`src/rtl/lstm_pkg.sv`:
```
// rtl/lstm_pkg.sv - shared LSTM sequencer encodings, default parameters and width helper
// Purpose: FSM state encoding for the H/C address sequencer, its default
//          parameter values and a counter-width helper.
// Ports:   none (package).
package lstm_pkg;

  typedef enum logic [1:0] {
    ST_IDLE  = 2'd0,
    ST_BURST = 2'd1,
    ST_GAP   = 2'd2,
    ST_DONE  = 2'd3
  } seq_state_e;

  localparam int DEF_ADDR_WIDTH = 12;
  localparam int DEF_TIMESTEP   = 7;
  localparam int DEF_NUM_CELL   = 53;
  localparam int DEF_DELAY      = 5;
  localparam int DEF_BASE_H     = 0;
  localparam int DEF_BASE_C     = 0;

  // Width needed to count 0..n-1; never narrower than one bit.
  function automatic int cnt_w(input int n);
    return (n < 2) ? 1 : $clog2(n);
  endfunction

endpackage

```
`src/rtl/addr_gen_hc_seq_if.sv`:
```
// rtl/addr_gen_hc_seq_if.sv - control and address bus of the H/C address sequencer
// Purpose: bundles the sequencer control inputs and address/status outputs.
// Signals: start, clear, mode, stall        - control (master -> slave)
//          o_addr_h/o_valid_h, o_addr_c/o_valid_c - H and C read addresses
//          o_busy, o_done                   - status (slave -> master)
interface addr_gen_hc_seq_if
  import lstm_pkg::*;
#(
  parameter int ADDR_WIDTH = DEF_ADDR_WIDTH
) ();

  logic                  start;
  logic                  clear;
  logic                  mode;
  logic                  stall;
  logic [ADDR_WIDTH-1:0] o_addr_h;
  logic [ADDR_WIDTH-1:0] o_addr_c;
  logic                  o_valid_h;
  logic                  o_valid_c;
  logic                  o_busy;
  logic                  o_done;

  modport master (
    output start, clear, mode, stall,
    input  o_addr_h, o_addr_c, o_valid_h, o_valid_c, o_busy, o_done
  );

  modport slave (
    input  start, clear, mode, stall,
    output o_addr_h, o_addr_c, o_valid_h, o_valid_c, o_busy, o_done
  );

endinterface

```
`src/rtl/addr_gen_hc_seq_wrap_cnt.sv`:
```
// rtl/addr_gen_hc_seq_wrap_cnt.sv - wrapping counter used for the k, r and t indices
// Purpose: counts 0..LIMIT-1 and wraps to 0.
// Ports:   clk, rst (async active-low), en (advance), clr (sync zero, wins over en),
//          q (count), q_inc (value taken on the next enabled edge), wrap (q at LIMIT-1).
module wrap_cnt #(
  parameter int WIDTH = 4,
  parameter int LIMIT = 16
) (
  input  logic             clk,
  input  logic             rst,
  input  logic             en,
  input  logic             clr,
  output logic [WIDTH-1:0] q,
  output logic [WIDTH-1:0] q_inc,
  output logic             wrap
);

  assign wrap  = (q == WIDTH'(LIMIT - 1));
  assign q_inc = wrap ? '0 : q + 1'b1;

  always_ff @(posedge clk or negedge rst) begin
    if (!rst) begin
      q <= '0;
    end else if (clr) begin
      q <= '0;
    end else if (en) begin
      q <= q_inc;
    end
  end

endmodule

```
`src/rtl/addr_gen_hc_seq.sv`:
```
// rtl/addr_gen_hc_seq.sv - H/C memory read-address sequencer for LSTM timesteps
// Purpose: for each timestep slot and each row r, bursts NUM_CELL H addresses,
//          then issues the row's C address on the first of DELAY gap cycles.
// Ports:   clk, rst (async active-low), bus (slave side of addr_gen_hc_seq_if).
module addr_gen_hc_seq
  import lstm_pkg::*;
#(
  parameter int ADDR_WIDTH = DEF_ADDR_WIDTH,
  parameter int TIMESTEP   = DEF_TIMESTEP,
  parameter int NUM_CELL   = DEF_NUM_CELL,
  parameter int DELAY      = DEF_DELAY,
  parameter int BASE_H     = DEF_BASE_H,
  parameter int BASE_C     = DEF_BASE_C
) (
  input logic              clk,
  input logic              rst,
  addr_gen_hc_seq_if.slave bus
);

  localparam int KW = cnt_w(NUM_CELL);
  localparam int TW = cnt_w(TIMESTEP);
  localparam int GW = cnt_w(DELAY);
  localparam logic [GW-1:0] G_LAST = GW'(DELAY - 1);
  localparam logic [TW-1:0] T_LAST = TW'(TIMESTEP - 1);

  seq_state_e state, nstate_adv, nstate;
  logic       mode_q, mode_p;

  logic [KW-1:0] k_q, k_inc, k_p;
  logic [KW-1:0] r_q, r_inc, r_p;
  logic [TW-1:0] t_q, t_inc, t_p, ts_p;
  logic          k_wrap, r_wrap, t_wrap;
  logic [GW-1:0] g_q;
  logic          g_last;

  logic frz, launch, cnt_clr, k_en, g_en, r_en, t_en;

  logic [ADDR_WIDTH-1:0] addr_h_q, addr_c_q, addr_h_d, addr_c_d;
  logic                  valid_h_q, valid_c_q, busy_q, done_q;
  logic                  valid_h_d, valid_c_d, busy_d, done_d;

  function automatic logic [ADDR_WIDTH-1:0] slot_addr(input int base,
                                                      input logic [TW-1:0] ts,
                                                      input logic [KW-1:0] idx);
    return ADDR_WIDTH'(base) + ADDR_WIDTH'(ts) * ADDR_WIDTH'(NUM_CELL) + ADDR_WIDTH'(idx);
  endfunction

  // Stall only freezes the active states; IDLE and DONE keep moving.
  assign frz     = bus.stall && ((state == ST_BURST) || (state == ST_GAP));
  assign launch  = (state == ST_IDLE) && bus.start && !bus.clear;
  assign cnt_clr = bus.clear || launch;
  assign g_last  = (g_q == G_LAST);

  assign k_en = !bus.clear && !frz && (state == ST_BURST);
  assign g_en = !bus.clear && !frz && (state == ST_GAP);
  assign r_en = g_en && g_last;
  assign t_en = r_en && r_wrap;

  wrap_cnt #(.WIDTH(KW), .LIMIT(NUM_CELL)) u_k_cnt (
    .clk(clk), .rst(rst), .en(k_en), .clr(cnt_clr), .q(k_q), .q_inc(k_inc), .wrap(k_wrap)
  );

  wrap_cnt #(.WIDTH(KW), .LIMIT(NUM_CELL)) u_r_cnt (
    .clk(clk), .rst(rst), .en(r_en), .clr(cnt_clr), .q(r_q), .q_inc(r_inc), .wrap(r_wrap)
  );

  wrap_cnt #(.WIDTH(TW), .LIMIT(TIMESTEP)) u_t_cnt (
    .clk(clk), .rst(rst), .en(t_en), .clr(cnt_clr), .q(t_q), .q_inc(t_inc), .wrap(t_wrap)
  );

  // Gap-cycle counter: only its terminal value matters.
  always_ff @(posedge clk or negedge rst) begin
    if (!rst) begin
      g_q <= '0;
    end else if (cnt_clr) begin
      g_q <= '0;
    end else if (g_en) begin
      g_q <= g_last ? '0 : g_q + 1'b1;
    end
  end

  // State register and mode latch.
  always_ff @(posedge clk or negedge rst) begin
    if (!rst) begin
      state  <= ST_IDLE;
      mode_q <= 1'b0;
    end else begin
      state <= nstate;
      if (launch) begin
        mode_q <= bus.mode;
      end
    end
  end

  // Next state; nstate_adv is where the sequence would go if not stalled.
  always_comb begin
    nstate_adv = state;
    case (state)
      ST_IDLE:  if (bus.start) nstate_adv = ST_BURST;
      ST_BURST: if (k_wrap) nstate_adv = ST_GAP;
      ST_GAP:   if (g_last) nstate_adv = (r_wrap && t_wrap) ? ST_DONE : ST_BURST;
      ST_DONE:  nstate_adv = ST_IDLE;
      default:  nstate_adv = ST_IDLE;
    endcase
    nstate = bus.clear ? ST_IDLE : (frz ? state : nstate_adv);
  end

  // Pending beat: the indices the outputs present after this edge. Under
  // stall the pending beat is presented with valids low and re-presented
  // with valids once the stall releases, so no beat is lost or duplicated.
  assign k_p    = launch ? '0 : ((state == ST_BURST) ? k_inc : k_q);
  assign r_p    = launch ? '0 : (((state == ST_GAP) && g_last) ? r_inc : r_q);
  assign t_p    = launch ? '0 : (((state == ST_GAP) && g_last && r_wrap) ? t_inc : t_q);
  assign mode_p = (state == ST_IDLE) ? bus.mode : mode_q;
  assign ts_p   = mode_p ? (T_LAST - t_p) : t_p;

  // Output values loaded at the coming edge.
  always_comb begin
    addr_h_d  = addr_h_q;
    addr_c_d  = addr_c_q;
    valid_h_d = 1'b0;
    valid_c_d = 1'b0;
    done_d    = 1'b0;
    busy_d    = (nstate != ST_IDLE);
    if (!bus.clear) begin
      case (nstate_adv)
        ST_BURST: begin
          addr_h_d  = slot_addr(BASE_H, ts_p, k_p);
          addr_c_d  = slot_addr(BASE_C, ts_p, r_p);
          valid_h_d = !frz;
        end
        ST_GAP:  valid_c_d = (state == ST_BURST) && !frz;
        ST_DONE: done_d    = !frz;
        default: ;
      endcase
    end
  end

  always_ff @(posedge clk or negedge rst) begin
    if (!rst) begin
      addr_h_q  <= '0;
      addr_c_q  <= '0;
      valid_h_q <= 1'b0;
      valid_c_q <= 1'b0;
      busy_q    <= 1'b0;
      done_q    <= 1'b0;
    end else begin
      addr_h_q  <= addr_h_d;
      addr_c_q  <= addr_c_d;
      valid_h_q <= valid_h_d;
      valid_c_q <= valid_c_d;
      busy_q    <= busy_d;
      done_q    <= done_d;
    end
  end

  assign bus.o_addr_h  = addr_h_q;
  assign bus.o_addr_c  = addr_c_q;
  assign bus.o_valid_h = valid_h_q;
  assign bus.o_valid_c = valid_c_q;
  assign bus.o_busy    = busy_q;
  assign bus.o_done    = done_q;

endmodule

```
`src/flat_wrapper.sv`:
```
// flat-port wrapper written by rule: the top's interface ports become plain ports
module addr_gen_hc_seq_flat import lstm_pkg::*;
#(
  parameter int ADDR_WIDTH = DEF_ADDR_WIDTH,
  parameter int TIMESTEP   = DEF_TIMESTEP,
  parameter int NUM_CELL   = DEF_NUM_CELL,
  parameter int DELAY      = DEF_DELAY,
  parameter int BASE_H     = DEF_BASE_H,
  parameter int BASE_C     = DEF_BASE_C
)
  (clk, rst, bus_start, bus_clear, bus_mode, bus_stall, bus_o_addr_h, bus_o_addr_c, bus_o_valid_h, bus_o_valid_c, bus_o_busy, bus_o_done);
  addr_gen_hc_seq_if #(.ADDR_WIDTH(ADDR_WIDTH)) bus_i ();
  input logic clk;
  input logic rst;
  input wire logic [$bits(bus_i.start)-1:0] bus_start;
  input wire logic [$bits(bus_i.clear)-1:0] bus_clear;
  input wire logic [$bits(bus_i.mode)-1:0] bus_mode;
  input wire logic [$bits(bus_i.stall)-1:0] bus_stall;
  output wire logic [$bits(bus_i.o_addr_h)-1:0] bus_o_addr_h;
  output wire logic [$bits(bus_i.o_addr_c)-1:0] bus_o_addr_c;
  output wire logic [$bits(bus_i.o_valid_h)-1:0] bus_o_valid_h;
  output wire logic [$bits(bus_i.o_valid_c)-1:0] bus_o_valid_c;
  output wire logic [$bits(bus_i.o_busy)-1:0] bus_o_busy;
  output wire logic [$bits(bus_i.o_done)-1:0] bus_o_done;
  assign bus_i.start = bus_start;
  assign bus_i.clear = bus_clear;
  assign bus_i.mode = bus_mode;
  assign bus_i.stall = bus_stall;
  assign bus_o_addr_h = bus_i.o_addr_h;
  assign bus_o_addr_c = bus_i.o_addr_c;
  assign bus_o_valid_h = bus_i.o_valid_h;
  assign bus_o_valid_c = bus_i.o_valid_c;
  assign bus_o_busy = bus_i.o_busy;
  assign bus_o_done = bus_i.o_done;
  addr_gen_hc_seq #(.ADDR_WIDTH(ADDR_WIDTH), .TIMESTEP(TIMESTEP), .NUM_CELL(NUM_CELL), .DELAY(DELAY), .BASE_H(BASE_H), .BASE_C(BASE_C)) u_core (.clk(clk), .rst(rst), .bus(bus_i));
endmodule
```
`config.mk`:
```
export PLATFORM = sky130hd
export DESIGN_NAME = addr_gen_hc_seq_flat
export DESIGN_NICKNAME = d
export VERILOG_FILES = /design/src/rtl/lstm_pkg.sv /design/src/rtl/addr_gen_hc_seq_if.sv /design/src/rtl/addr_gen_hc_seq_wrap_cnt.sv /design/src/rtl/addr_gen_hc_seq.sv /design/src/flat_wrapper.sv
export SDC_FILE = /design/constraint.sdc
export NUM_CORES = 1
export LEC_CHECK = 0
export ABC_CLOCK_PERIOD_IN_PS = 5370
export CORE_ASPECT_RATIO = 0.6
export CORE_MARGIN = 10
export CORE_UTILIZATION = 50
export CTS_CLUSTER_SIZE = 25
export DETAILED_ROUTE_END_ITERATION = 7
export PLACE_DENSITY = 0.74
export SETUP_SLACK_MARGIN = 0.2
export SYNTH_ARGS = -nofsm -noshare
export SYNTH_HDL_FRONTEND = slang
export SYNTH_SLANG_ARGS = --single-unit
```
`constraint.sdc`:
```
create_clock -name clk -period 5.37 [get_ports clk]
set_clock_uncertainty 0.15 [all_clocks]
set_input_delay 0.8055 -clock clk [delete_from_list [all_inputs] [get_ports clk]]
set_output_delay 0.8055 -clock clk [all_outputs]
set_load 0.005 [all_outputs]
```
==> out/metrics.csv, run 1 <==
stage,metric,value,unit
sta,fmax,211,MHz
synthesis,avgSynthCellArea,8.56,µm²
critical_path,startpoint_type,register,
floorplan,fp.dieH,83.3,µm
global_routing,gr-total-overflow,0,
pwr,clkPwrFrac,0.188,
layout,drive_above_1_share,0.0815,
floorplan,core-area,6300,µm²
clock_network,cts-htree-levels,2,
route,num_vias,2794,
route,drc,0,
synthesis,yosysTopAreaCell,dfrtp_1,
critical_path,cp-end-kind,register,
floorplan,ios,34,
global_routing,grt_max_degree,46,
clock_network,cts.sinks,45,
sta,setup_viol,0,
pwr,p_leak,1.71,nW
flow_run,maxCapViolations,0,
sta,rsz0062_at_grt,no,
synthesis,ys_top_cells_by_area,"dfrtp_1, ha_1, nand2_1, o21ai_0, nor2_1",
critical_path,max_stage_delay,0.49,ns
sta,finalHoldViolCount,0,
critical_path,path_cells,"inv_1, ha_2, nand3_4, o41a_4, nor3_1, ha_1, or2_2, o31ai_4, ha_1, ha_1, nor2b_1, a221oi_1, o21ai_0, nor3_2, a211oi_1, xor2_1, o21ai_0",
floorplan,dieArea,10500,µm²
layout,final_common_cell,nand2_1,
synthesis,yosysWarnings,0,
synthesis,synth-edff-count,0,
route,drt-vias-per-instance,5.58,
sta,period_minus_slack,4.73,ns
pwr,switchingPower,0.557,mW
clock_network,cts_tree,yes,
clock_network,cts_buffers,5,
route,antenna_left,0,
placed_design,place_hpwl,5.71,mm
global_routing,track_usage,0.144,
route,wirelength,7.63,mm
sta,whs,0.334,ns
sta,slew_viol_final,0,
global_routing,antenna_found_initial,0,
synthesis,yosysTopAreaCellShare,0.337,
clock_network,clock_latency,0.30,ns
critical_path,path_buf_inv,1,
synthesis,ys_seq_elements,45,
pwr,p_seq_frac,0.319,
synthesis,synth_area,3340,µm²
worst_hold_path,min_path_type,reg2reg,
sta,fin_crit_sh,0.881,
clock_network,cts_buffer_depth,2,
critical_path,cpMostUsedCell,ha_1,
clock_network,ctsHoldBuffers,0,
sta,slew_headroom,0.301,
sta,fin_tns_setup,0,ns
pwr,power_density,379,nW/µm²
layout,final_cell_mix,"nand2_1, dfrtp_1, nor2_1",
synthesis,synthArstFlopShare,1.00,
global_routing,grt_pass1_wl,13.1,mm
critical_path,worstSetupPathType,reg2reg,
pwr,power_frac_comb,0.493,
synthesis,syn_inst,390,
critical_path,cp_max_fo,7,
pwr,peakVddDrop,0.000193,V
route,drtIter0Drc,205,
pwr,p_int,0.889,mW
layout,syn2layout_area_growth,14.3,%
critical_path,path_delay_family,simple AND/OR/NAND/NOR gates,
placed_design,place.port_buffers,29,
layout,diodes,0,
placed_design,gp_congestion,0.878,
critical_path,arrival,4.79,ns
floorplan,die_w,125,µm
synthesis,synth_cell_type_count,57,
clock_network,clk_pin_slew,0.09,ns
synthesis,ys.flop_type,dfrtp_1,
run_status,status,completed,
critical_path,crit_slowest_cell,o41a_4,
pwr,swShare,0.385,
sta,worst_pin_slew,1.05,ns
layout,layout.nets,454,
clock_network,clockRootBuffer,clkbuf_8,
synthesis,seq_area_frac_synth,0.337,
route,wl_per_cell,15.2,µm
critical_path,crit_required,5.43,ns
floorplan,rows,22,
route,firstDrtPassIters,4,
global_routing,grt_pass1_vias,2665,
floorplan,initial_core_util,0.530,
==> final cells by class <==
type	instances	area, µm²
multi-input cells	308	2070
clock inverters	1	30.0
well taps	84	105
clock buffers	7	86.3
fillers	565	2490
repair buffers	33	315
flip-flops and latches	45	1130
inverters	23	86.3
==> worst paths after layout <==
kind	from	to	slack [ns]	cells past startpoint
min reg2reg	u_core.bus.o_addr_c[4]$_DFFE_PN0P_	u_core.bus.o_addr_c[4]$_DFFE_PN0P_	0.33	2
max in group asynchronous	rst	u_core.bus.o_addr_h[3]$_DFFE_PN0P_	3.88	1
min in group asynchronous	rst	u_core.u_t_cnt.q[2]$_DFFE_PN0P_	0.54	1
min	u_core.bus.o_addr_c[4]$_DFFE_PN0P_	u_core.bus.o_addr_c[4]$_DFFE_PN0P_	0.33	2
max	u_core.state[0]$_DFF_PN0_	u_core.bus.o_addr_h[8]$_DFFE_PN0P_	0.64	17
max reg2reg	u_core.state[0]$_DFF_PN0_	u_core.bus.o_addr_h[8]$_DFFE_PN0P_	0.64	17
==> power by group through the flow <==
stage	registers [mW]	logic (mW)	clock network [mW]
after floorplan	0.470	0.451	0
after global placement	0.465	0.689	0
after detailed placement	0.468	0.712	0
after CTS	0.462	0.717	0.276
after global routing	0.472	0.797	0.292
final	0.461	0.713	0.272
==> cell usage after synthesis, types with 2 or more instances <==
| master | count |
|---|---|
| a211oi_1 | 5 |
| a21o_1 | 5 |
| a21oi_1 | 26 |
| a22o_1 | 3 |
| a311oi_1 | 3 |
| a31oi_1 | 4 |
| and2_1 | 3 |
| and3_1 | 5 |
| buf_1 | 4 |
| buf_2 | 2 |
| buf_4 | 4 |
| clkbuf_1 | 7 |
| dfrtp_1 | 45 |
| fa_1 | 2 |
| ha_1 | 30 |
| inv_1 | 22 |
| mux2_2 | 3 |
| mux2i_1 | 6 |
| nand2_1 | 49 |
| nand2b_1 | 6 |
| nand3_1 | 8 |
| nand4_1 | 4 |
| nor2_1 | 37 |
| nor2b_1 | 6 |
| nor3_1 | 8 |
| o21ai_0 | 31 |
| o31ai_1 | 7 |
| o31ai_4 | 2 |
| or2_2 | 4 |
| or3_1 | 2 |
| xnor2_1 | 11 |
| xor2_1 | 11 |
==> registers in the layout, indices dropped and copies added (netlist names) <==
name / count
u_core.bus.o_addr_c: 10
u_core.bus.o_addr_h: 10
u_core.u_k_cnt.q: 6
u_core.u_r_cnt.q: 6
u_core.g_q: 3
u_core.u_t_cnt.q: 3
u_core.state: 2
u_core.bus.o_busy: 1
u_core.bus.o_done: 1
u_core.bus.o_valid_c: 1
u_core.bus.o_valid_h: 1
u_core.mode_q: 1
==> worst register-to-register path, delay by kind of cell, from the launching register on <==
family                     cells  cell delay [ns]
and+or+nand+nor                5             1.31
AOI/OAI and AO/OA              6             1.27
xor gates and xnor gates       1             0.17
buffers and inverters          1             0.13
adders and majority gates      4             1.18
DFF                            1             0.44
==> metal layers <==
layer	wire [µm]	part of all wire	up-vias	global-route usage
met5	0	0	-	0
met4	42	0.0055	0	0.0228
met3	527	0.069	6	0.0381
met2	3220	0.42	76	0.213
met1	3840	0.50	1306	0.206
li1	-	-	1406	-
==> timing repair <==
| item | in CTS | in global routing |
|---|---|---|
| setup buffers | 0 | 0 |
| gates resized for setup | 0 | 3 |
| endpoints found under the setup margin | 0 | 8 |
==> kinds of logic (layout without fill, tap and decap cells) <==
kind of cell | count (synthesis) | in the layout | share of synthesized area
and+or+nand+nor | 142 | 142 | 0.205
adders and majority gates | 32 | 32 | 0.124
AOI/OAI and AO/OA | 99 | 99 | 0.196
DFF | 45 | 45 | 0.337
other | 1 | 4 | 0.00112
xor gates and xnor gates | 22 | 22 | 0.0577
buffers and inverters | 40 | 64 | 0.0502
muxes | 9 | 9 | 0.0281
==> per-stage QoR <==
stage	total power [mW]	utilization	worst slack (ns)	instances	cell area [µm²]
detailed placement	1.18	0.585	0.506	493	3690
floorplan	0.921	-	0.872	393	3350
global route	1.56	0.605	0.243	501	3810
global placement	1.15	0.585	0.648	493	3690
CTS	1.45	0.604	0.546	501	3800
finish	1.45	0.605	0.639	501	3810
No activity file was read; power rests on OpenSTA's default activity.
==> run 2, diff against run 1 <==
- GPL_TIMING_DRIVEN: not set -> 0
- PLACE_DENSITY: 0.74 -> 0.83
==> run 2 against run 1 <==
Sequential cell count did not move. Setup slack worse by 0.13 ns. Combinational power grew 2%. Clock power is 22% lower. Total power decreased by 2.5%. Die area stayed put. Routed wire length up 3.3%. Highest routed layer unchanged.
==> out/metrics.csv, run 2 (synthesis results as in run 1) <==
stage,metric,value,unit
run_status,status,completed,
pwr,power_density,361,nW/µm²
clock_network,cts_buffers,5,
sta,worst_pin_slew,0.665,ns
critical_path,worstSetupPathType,reg2reg,
pwr,switchingPower,0.561,mW
sta,finalHoldViolCount,0,
global_routing,grt_max_degree,24,
layout,nFillCells,566,
critical_path,startpoint_type,register,
clock_network,cts_buffer_depth,2,
placed_design,gp_congestion,0.856,
floorplan,fp.dieH,83.3,µm
floorplan,initial_core_util,0.530,
clock_network,clk_pin_slew,0.08,ns
layout,multi_input_area,2090,µm²
sta,fmax,206,MHz
pwr,p_seq_frac,0.331,
clock_network,cts-htree-levels,2,
layout,seq_area,1130,µm²
global_routing,antenna_found_initial,0,
critical_path,arrival,4.92,ns
sta,slew_viol_final,0,
pwr,swShare,0.398,
floorplan,die_w,125,µm
critical_path,max_stage_delay,0.43,ns
sta,fin_tns_setup,0,ns
sta,setup_ws,0.513,ns
critical_path,path_cells,"inv_1, ha_1, nand4_1, nor2_4, nand2_1, mux2i_1, nor2_4, ha_1, or2_2, o31ai_4, ha_1, ha_1, nor2b_1, a221oi_1, o21ai_0, nor3_2, a211oi_1, xor2_1, o21ai_0",
pwr,peakVddDrop,0.000200,V
route,wl_per_cell,15.3,µm
critical_path,crit_slowest_cell,dfrtp_1,
clock_network,cts_tree,yes,
layout,final_cell_mix,"nand2_1, dfrtp_1, nor2_1",
flow_run,maxCapViolations,0,
placed_design,dpl.cell_count,507,
route,num_vias,2878,
route,drc,0,
sta,fin_crit_sh,0.904,
layout,final_core_util,0.620,
sta,slew_headroom,0.557,
floorplan,core-area,6300,µm²
sta,whs,0.333,ns
pwr,power_frac_comb,0.518,
sta,period_minus_slack,4.86,ns
layout,drive_above_1_share,0.0949,
pwr,clkPwrFrac,0.151,
pwr,p_leak,1.75,nW
global_routing,gr-total-overflow,0,
floorplan,rows,22,
route,antenna_left,0,
clock_network,clockRootBuffer,clkbuf_8,
critical_path,cpMostUsedCell,ha_1,
worst_hold_path,min_path_type,in2async,
layout,final_common_cell,nand2_1,
global_routing,track_usage,0.147,
clock_network,cts.sinks,45,
critical_path,cp-end-kind,register,
layout,diodes,0,
clock_network,clock_latency,0.30,ns
global_routing,grt_pass1_wl,13.1,mm
layout,syn2layout_area_growth,17.1,%
floorplan,dieArea,10500,µm²
route,firstDrtPassIters,4,
sta,setup_viol,0,
floorplan,ios,34,
layout,final_cells,516,
critical_path,crit_required,5.44,ns
sta,rsz0062_at_grt,no,
placed_design,pre_cts_ws,-0.258,ns
critical_path,cp_max_fo,7,
pwr,p_int,0.848,mW
route,drtIter0Drc,184,
placed_design,place.port_buffers,29,
clock_network,ctsHoldBuffers,0,
placed_design,place_hpwl,6.24,mm
route,wirelength,7.88,mm
route,drt-vias-per-instance,5.58,
layout,layout.nets,470,
global_routing,grt_pass1_vias,2694,
-- run 2: power by group through the flow --
stage	registers [mW]	logic [mW]	clock network (mW)
final	0.467	0.730	0.212
after global routing	0.477	0.809	0.235
after CTS	0.467	0.726	0.220
after detailed placement	0.474	0.723	0
after global placement	0.466	0.697	0
after floorplan	0.470	0.451	0
-- run 2: cell type report --
cell class,instances,area share
Buffer,17,0.0211
Tap cell,84,0.0269
Timing Repair Buffer,32,0.0839
Inverter,23,0.0221
Clock buffer,7,0.0221
Multi-Input combinational cell,308,0.536
Sequential cell,45,0.288
-- run 2: routing by layer --
| metal | track usage | share of wire | routed length (µm) |
|---|---|---|---|
| met2 | 0.231 | 0.45 | 3570 |
| met3 | 0.0387 | 0.052 | 410 |
| met4 | 0.0248 | 0.0062 | 49 |
| met1 | 0.199 | 0.49 | 3850 |
| met5 | 0 | 0 | 0 |
-- run 2: stage by stage --
stage | power, mW | area (µm²)
CTS | 1.41 | 3860
global route | 1.52 | 3910
detailed placement | 1.20 | 3770
global placement | 1.16 | 3740
floorplan | 0.921 | 3350
finish | 1.41 | 3910
-- run 2: final timing paths --
check                                                      to  slack [ns]                               start  depth (start not counted)
max reg2reg                u_core.bus.o_addr_c[8]$_DFFE_PN0P_        0.51     u_core.u_r_cnt.q[0]$_DFFE_PN0P_                         19
min                        u_core.bus.o_addr_c[2]$_DFFE_PN0P_        0.33                                 rst                          1
min reg2reg                u_core.bus.o_addr_c[9]$_DFFE_PN0P_        0.33  u_core.bus.o_addr_c[9]$_DFFE_PN0P_                          2
max in group asynchronous     u_core.u_k_cnt.q[3]$_DFFE_PN0P_        4.23                                 rst                          2
min in group clk           u_core.bus.o_addr_c[9]$_DFFE_PN0P_        0.33  u_core.bus.o_addr_c[9]$_DFFE_PN0P_                          2
max                        u_core.bus.o_addr_c[8]$_DFFE_PN0P_        0.51     u_core.u_r_cnt.q[0]$_DFFE_PN0P_                         19
-- run 2: repair_timing --
item                       CTS  global route
pin swaps                    0             1
setup endpoints to repair    6             8
gates cloned                 0             0
gates resized for setup      2             7
buffers inserted             0             2
-- run 2: worst max-delay path, delay by kind of cell (launching register included) --
family | cells | cell delay, ns
adder cells (fa/ha/maj) | 4 | 1.08
AO/OA/AOI/OAI | 5 | 0.76
multiplexers | 1 | 0.27
AND/OR/NAND/NOR | 7 | 1.78
flip-flops | 1 | 0.43
XOR/XNOR | 1 | 0.16
buffers and inverters | 1 | 0.12
